$ cat src/rtl/seg7_scan_driver.sv
// Common-anode 4-digit seven-segment scanner: one-hot active-low anode rotation, BCD decode,
// leading-zero blank, whole-display blink and colon; all outputs registered, one-cycle latency.
module seg7_scan_driver #(
  parameter int SCAN_DIV   = 50000,
  parameter int BLINK_HALF = 125
) (
  input  logic       clk,
  input  logic       reset,
  input  logic [3:0] segment_0,
  input  logic [3:0] segment_1,
  input  logic [3:0] segment_2,
  input  logic [3:0] segment_3,
  input  logic       blank_leading,
  input  logic       blink_en,
  input  logic       colon_en,
  output logic [3:0] anode_n,
  output logic [6:0] cathode_n,
  output logic       dp_n
);

  localparam int SW = (SCAN_DIV   > 1) ? $clog2(SCAN_DIV)   : 1;
  localparam int RW = (BLINK_HALF > 1) ? $clog2(BLINK_HALF) : 1;
  localparam logic [SW-1:0] SCAN_LAST = SW'(SCAN_DIV - 1);
  localparam logic [RW-1:0] ROT_LAST  = RW'(BLINK_HALF - 1);
  localparam logic [6:0]    SEG_BLANK = 7'h7F;

  logic [SW-1:0] r_scan_cnt;
  logic [1:0]    r_idx;
  logic [RW-1:0] r_rot_cnt;
  logic          r_blink_phase;

  logic [3:0] w_digit;
  logic [6:0] w_decoded;
  logic       w_blink_off;
  logic       w_lz_blank;
  logic [3:0] w_anode_n;
  logic [6:0] w_cathode_n;
  logic       w_dp_n;
  logic       w_slot_end;
  logic       w_rot_end;

  always_comb begin
    w_digit = segment_0;
    case (r_idx)
      2'd0: w_digit = segment_0;
      2'd1: w_digit = segment_1;
      2'd2: w_digit = segment_2;
      2'd3: w_digit = segment_3;
      default: w_digit = segment_0;
    endcase
  end

  // Cathode patterns are {g,f,e,d,c,b,a}, active low; codes above 9 show nothing.
  always_comb begin
    w_decoded = SEG_BLANK;
    case (w_digit)
      4'd0: w_decoded = 7'h40;
      4'd1: w_decoded = 7'h79;
      4'd2: w_decoded = 7'h24;
      4'd3: w_decoded = 7'h30;
      4'd4: w_decoded = 7'h19;
      4'd5: w_decoded = 7'h12;
      4'd6: w_decoded = 7'h02;
      4'd7: w_decoded = 7'h78;
      4'd8: w_decoded = 7'h00;
      4'd9: w_decoded = 7'h10;
      default: w_decoded = SEG_BLANK;
    endcase
  end

  assign w_blink_off = blink_en & r_blink_phase;
  assign w_lz_blank  = (r_idx == 2'd3) & blank_leading & (segment_3 == 4'd0);
  assign w_anode_n   = ~(4'b0001 << r_idx);
  assign w_cathode_n = (w_blink_off | w_lz_blank) ? SEG_BLANK : w_decoded;
  assign w_dp_n      = ~(colon_en & (r_idx == 2'd2) & ~w_blink_off);
  assign w_slot_end  = (r_scan_cnt == SCAN_LAST);
  assign w_rot_end   = w_slot_end & (r_idx == 2'd3);

  always_ff @(posedge clk) begin
    if (reset) begin
      r_scan_cnt    <= '0;
      r_idx         <= '0;
      r_rot_cnt     <= '0;
      r_blink_phase <= 1'b0;
      anode_n       <= 4'hF;
      cathode_n     <= SEG_BLANK;
      dp_n          <= 1'b1;
    end else begin
      anode_n   <= w_anode_n;
      cathode_n <= w_cathode_n;
      dp_n      <= w_dp_n;

      if (w_slot_end) begin
        r_scan_cnt <= '0;
        r_idx      <= r_idx + 2'd1;
      end else begin
        r_scan_cnt <= r_scan_cnt + 1'b1;
      end

      // Blink phase advances on completed rotations, independent of blink_en.
      if (w_rot_end) begin
        if (r_rot_cnt == ROT_LAST) begin
          r_rot_cnt     <= '0;
          r_blink_phase <= ~r_blink_phase;
        end else begin
          r_rot_cnt <= r_rot_cnt + 1'b1;
        end
      end
    end
  end

endmodule

$ cat config.mk
export PLATFORM = sky130hd
export DESIGN_NAME = seg7_scan_driver
export DESIGN_NICKNAME = d
export VERILOG_FILES = /design/src/rtl/seg7_scan_driver.sv
export SDC_FILE = /design/constraint.sdc
export NUM_CORES = 1
export LEC_CHECK = 0
export ABC_CLOCK_PERIOD_IN_PS = 2800
export BUFFER_PORTS_ARGS = -buffer_cell sky130_fd_sc_hd__buf_4
export CAP_MARGIN = 5
export CORE_MARGIN = 4
export CORE_UTILIZATION = 30
export DETAILED_ROUTE_END_ITERATION = 8
export PLACE_DENSITY = 0.5
export SKIP_CTS_REPAIR_TIMING = 1
export SLEW_MARGIN = 10
export SYNTH_ARGS = -nofsm -noshare
export SYNTH_HDL_FRONTEND = slang
export SYNTH_SLANG_ARGS = --single-unit
$ cat constraint.sdc
create_clock -name clk -period 2.8 [get_ports clk]
set_clock_uncertainty 0.15 [all_clocks]
set_input_delay 0.28 -clock clk [delete_from_list [all_inputs] [get_ports clk]]
set_output_delay 0.28 -clock clk [all_outputs]
set_load 0.02 [all_outputs]
==> metrics.cfg, run 1 <==
[power_and_ir_drop]
p_leak_uw=0.0008986
peakVddDrop_v=0.0001999
cellPowerDensity_nw_per_um2=435.3

[detailed_routing]
drt_first_iter_violations=100
wl_per_cell_um=13.52
via_count=1632
drt_pre_antenna_iters=5
wl_um=4382
antenna_left=0
drc_errors=0
avgViaCountPerCell=5.037

[placement]
dp_cells=316
globalplace.congestion=0.8077
post-place-ws_ps=466.2
portBuffers=32
dp_hpwl_um=3228
place_area_um2=2231

[clocking]
numCtsBuffers=5
worst_skew_pair.late_latency_ps=290
root_buffer=clkbuf_8
htreeDepth=2
clock_sinks=38
cts_tree=done
clk_pin_slew_ps=70
cts_buffer_depth=2

[final_layout]
stdcell_count=324
stdcell_area_um2=2317
nets=281
final_common_cell=dfxtp_1
fill_cells=616
final_cell_mix=dfxtp_1 (38), buf_4 (34), nor2_1 (22)
antenna-diode-count=0
area_growth_pct=20.57
drive_above_1_share=0.1767

[floorplan]
die_area_um2=7751
dieWidth_um=88.04
core_area_um2=6061
design.portCount=33
std_cell_rows=28
dieHeight_um=88.04
initial_utilization=0.3171

[timing]
relSlewSlack=0.6113
setup_ws_ps=462.8
min_period_over_period=0.8347
final_hold_viol_count=0
tightestPinTransition_ps=566.9
rsz0062_at_grt=no
slew_violations=0
setup_viol=0
max_freq_mhz=427.9
period_minus_slack_ps=2337
fin_setup_tns_ps=0

[job]
drv_cap=0

[logic_synthesis]
synthFlopType=dfxtp_1
synthCells=216
synth_nets=248
yosysWarnings=0
synthesis.area_per_instance_um2=8.897
async_reset_ff_frac=0
syn_area_um2=1922
synth.distinct_cells=45
synth_seq_cells=38
synth.yosys.seq_area_share=0.3958
synth_edf_count=0

[worst_setup_path]
ff2ff_setup_slack_ps=460
crit_required_ps=2860
critPathLaunchType=flip-flop
worst-endpoint-arrival_ps=2400
endpoint_kind=flip-flop
crit_type=flip-flop to flip-flop
crit_fanout=11

[global_routing]
grt_max_degree=16
antenna_found_initial=0
grt_pass1_wl_um=7576
grt_usage=0.1237
grt_pass1_vias=1608
globalRouteOverflowTotal=0

[worst_hold_path]
hp-class=primary input to flip-flop

[run_status]
status=completed

layout make-up:
class / instances / area, um^2 / area share
Clock buffer: 7 / 76.32 / 0.03294
Inverter: 14 / 52.55 / 0.02268
Multi-Input combinational cell: 155 / 1069 / 0.4611
Sequential cell: 38 / 760.7 / 0.3283
Tap cell: 75 / 93.84 / 0.04050
Timing Repair Buffer: 35 / 265.3 / 0.1145
synthesized netlist by cell type, types with 5 or more instances:
cell / n / area share
a21oi_1: 5 / 0.013
nand3_1: 14 / 0.036
xnor2_1: 8 / 0.036
xor2_1: 5 / 0.023
nor3_1: 7 / 0.018
inv_1: 14 / 0.027
dfxtp_1: 38 / 0.40
buf_2: 5 / 0.013
ha_1: 11 / 0.072
a32o_1: 5 / 0.026
nor2_1: 22 / 0.043
o21ai_0: 6 / 0.016
nand4_1: 9 / 0.029
nand2_1: 15 / 0.029
layer usage:
layer	GRT usage	vias to the layer above	share of wire
li1	-	853	-
met1	0.1596	748	0.49
met2	0.1979	26	0.45
met3	0.03763	5	0.050
met4	0.03984	0	0.011
met5	0	-	0
power breakdown:
| group | switching, uW | internal, uW | total, uW |
|---|---|---|---|
| Combinational | 51.1 | 44.7 | 95.8 |
| Sequential | 4.15 | 552 | 556 |
| Clock | 186 | 172 | 357 |
cells by family (layout without fill, tap and decap cells):
logic type | after synthesis | in the layout | synth area share
xor gates and xnor gates | 13 | 13 | 0.05925
adders and majority gates | 11 | 11 | 0.07161
AOI/OAI and AO/OA | 35 | 35 | 0.1393
buffers and inverters | 23 | 56 | 0.04817
and+or+nand+nor | 90 | 90 | 0.2533
DFF | 38 | 38 | 0.3958
muxes | 6 | 6 | 0.03255
registers in the layout, indices dropped and copies added, names as in the netlist:
signal / count
r_idx: 2
r_rot_cnt: 7
r_blink_phase: 1
r_scan_cnt: 16
cathode_n: 7
dp_n: 1
anode_n: 4
critical path: stages (launching register included):
cell and delay [ps]:
dfxtp_1 380, ha_1 400, a222oi_1 180, mux2i_1 380, inv_1 130, ha_1 330
o21a_1 190, o21ai_0 130
metrics by stage:
stage,hold slack [ps],total power (uW),utilization
detailed placement,296.6,663.7,0.3681
floorplan,191.9,617.5,-
CTS,-13.00,1024,0.3807
global placement,289.4,665.0,0.3681
finish,130.0,1009,0.3823
global route,138.7,1061,0.3823
worst paths after layout:
check | endpoint | cells past startpoint | from
max reg2reg | cathode_n[1] | 7 | r_idx[1]
min reg2reg | r_scan_cnt[0] | 1 | r_scan_cnt[0]
max | cathode_n[1] | 7 | r_idx[1]
min | r_idx[1] | 2 | reset
(Power assumes the default switching activity.)
==> run 2: changes to the inputs <==
- ABC_CLOCK_PERIOD_IN_PS: 2800 -> 2000
- PLACE_DENSITY: 0.5 -> 0.52
- clock period: 2.8 -> 2 ns (I/O delays scaled with it)
==> run 2 against run 1 <==
The flow now finishes with violations (negative setup slack). Via count grew 12%. Fmax grew 13%. Utilization grew 7.3 points. Routed wire length is 15% higher. First-iteration DRC count down 2.0%. Final area grew 19%. Flip-flop and latch count unchanged. Clock power up 56%. Non-clock buffer count increased by 36. Count of clock-buffer cells in the layout did not move. Worst setup slack got worse by 540 ps. Sequential power increased by 40%. Critical path type unchanged. Largest cell class unchanged.
==> metrics.cfg, run 2 (synthesis results as in run 1) <==
[detailed_routing]
drt_pre_antenna_iters=5  ; unchanged
wl_per_cell_um=13.91  ; was 13.52 um
via_count=1826  ; was 1,632
drc_errors=0  ; unchanged
drt_first_iter_violations=98  ; was 100
antenna_left=0  ; unchanged
wl_um=5021  ; was 4382 um
avgViaCountPerCell=5.058  ; was 5.037

[final_layout]
stdcell_area_um2=2759  ; was 2317 um^2
multi_input_area_um2=1194  ; was 1069 um^2
area_growth_pct=43.55  ; was 20.57%
largest_reg_flops=16  ; unchanged
top_register=r_scan_cnt  ; unchanged
fin_util=0.4552  ; was 0.3823
final_cell_mix=buf_4 (66), dfxtp_1 (35), nor2_1 (22)  ; was dfxtp_1 (38), buf_4 (34), nor2_1 (22)
drive_above_1_share=0.3531  ; was 0.1767
nets=317  ; was 281
final_common_cell=buf_4  ; was dfxtp_1
regArea_um2=769.5  ; was 760.7 um^2
top_regs=r_scan_cnt (16), cathode_n (7), r_rot_cnt (7)  ; unchanged
fill_cells=576  ; was 616
antenna-diode-count=0  ; unchanged

[worst_setup_path]
worst-endpoint-arrival_ps=2090  ; was 2400 ps
crit-reg2reg-launch=r_idx[1]  ; unchanged
ff2ff_setup_slack_ps=-70  ; was 460 ps
crit_required_ps=2010  ; was 2860 ps
crit_type=flip-flop to flip-flop  ; unchanged
crit_fanout=5  ; was 11
endpoint_kind=flip-flop  ; unchanged
critPathLaunchType=flip-flop  ; unchanged
reg2reg_to=cathode_n[6]  ; was cathode_n[1]
reg2reg_depth=7  ; unchanged

[timing]
setup_ws_ps=-75.00  ; was 462.8 ps
min_period_over_period=1.037  ; was 0.8347
rsz0062_at_grt=yes  ; was no
setup_viol=3  ; was 0
max_freq_mhz=481.9  ; was 427.9 MHz
period_minus_slack_ps=2075  ; was 2337 ps
final_hold_viol_count=0  ; unchanged
slew_violations=0  ; unchanged
timing.hold.ws_ps=30.00  ; was 130.0 ps
relSlewSlack=0.6723  ; was 0.6113
tightestPinTransition_ps=491.5  ; was 566.9 ps

[placement]
dp_hpwl_um=3620  ; was 3228 um
globalplace.congestion=0.7765  ; was 0.8077
post-place-ws_ps=-144.8  ; was 466.2 ps
portBuffers=32  ; unchanged
place_area_um2=2489  ; was 2231 um^2

[clocking]
worst_skew_pair.late_latency_ps=290  ; about the same
cts_tree=done  ; unchanged
htreeDepth=2  ; unchanged
root_buffer=clkbuf_8  ; unchanged
cts_buffer_depth=2  ; unchanged
clk_pin_slew_ps=80  ; was 70 ps
numCtsBuffers=5  ; unchanged
clock_sinks=38  ; unchanged

[worst_hold_path]
whs_endpoint=r_idx[1]  ; unchanged
hp-class=primary input to flip-flop  ; unchanged
min_from=reset  ; unchanged
holdPathStages=2  ; unchanged

[power_and_ir_drop]
cellPowerDensity_nw_per_um2=546.5  ; was 435.3 nW/um^2
p_leak_uw=0.001086  ; was 0.0008986 uW
power_uw=1508  ; was 1009 uW
peakVddDrop_v=0.0004580  ; was 0.0001999 V

[global_routing]
grt_pass1_wl_um=8155  ; was 7576 um
antenna_found_initial=0  ; unchanged
grt_max_degree=16  ; unchanged
globalRouteOverflowTotal=0  ; unchanged
grt_usage=0.1324  ; was 0.1237
grt_pass1_vias=1748  ; was 1,608

[job]
drv_cap=0  ; unchanged

[floorplan]
die_area_um2=7751  ; unchanged
initial_utilization=0.3171  ; unchanged
std_cell_rows=28  ; unchanged
core_area_um2=6061  ; unchanged
design.portCount=33  ; unchanged
dieHeight_um=88.04  ; unchanged
dieWidth_um=88.04  ; unchanged

[run_status]
violations=negative setup slack
status=finished with violations  ; was completed

## run 2: layout make-up
| cell class | count | area share |
|---|---|---|
| well taps | 75 | 0.03401 |
| clock buffers | 7 | 0.03129 |
| inverters | 14 | 0.02177 |
| repair buffers | 71 | 0.1995 |
| clock inverters | 1 | 0.001814 |
| flip-flops and latches | 38 | 0.2789 |
| multi-input cells | 155 | 0.4327 |
## run 2: worst max-delay path by stage
stage	slack, ps	start	cells past startpoint	end
CTS	-170	r_idx[1]	7	cathode_n[6]
detailed placement	-140	r_idx[1]	7	cathode_n[6]
global placement	-50	r_idx[1]	8	cathode_n[1]
finish	-70	r_idx[1]	7	cathode_n[6]
global route	-180	r_idx[1]	8	cathode_n[1]
floorplan	20	r_idx[0]	8	cathode_n[1]
## run 2: critical path, cell delays in order (launching register included)
cell      delay (ps)
dfxtp_4          400
inv_4             50
ha_4             160
a222oi_1         470
mux2i_4          180
ha_1             250
nor3_2           180
a22oi_1          120
## run 2: per-layer routing
| layer | GRT usage | vias to the layer above | share of wire |
|---|---|---|---|
| met5 | 0 | - | 0 |
| met4 | 0.04121 | 0 | 0.0078 |
| met3 | 0.02540 | 2 | 0.043 |
| met2 | 0.2164 | 35 | 0.49 |
| met1 | 0.1766 | 861 | 0.46 |
| li1 | - | 928 | - |
## run 2: report_power, final
| group | switching (uW) | internal [uW] | leakage [uW] | total, uW |
|---|---|---|---|---|
| logic | 87.6 | 87.9 | 0.000726 | 176 |
| clock network | 278 | 279 | 0.0000482 | 556 |
| registers | 6.07 | 770 | 0.000311 | 776 |
| total | 371 | 1140 | 0.00109 | 1510 |
## run 2: per-stage QoR
step / TNS, ps / std cells
after floorplan: 0 / 216
after global placement: -179.8 / 349
after detailed placement: -516.8 / 349
after CTS: -680.6 / 357
after global routing: -726.0 / 361
final: -154.2 / 361
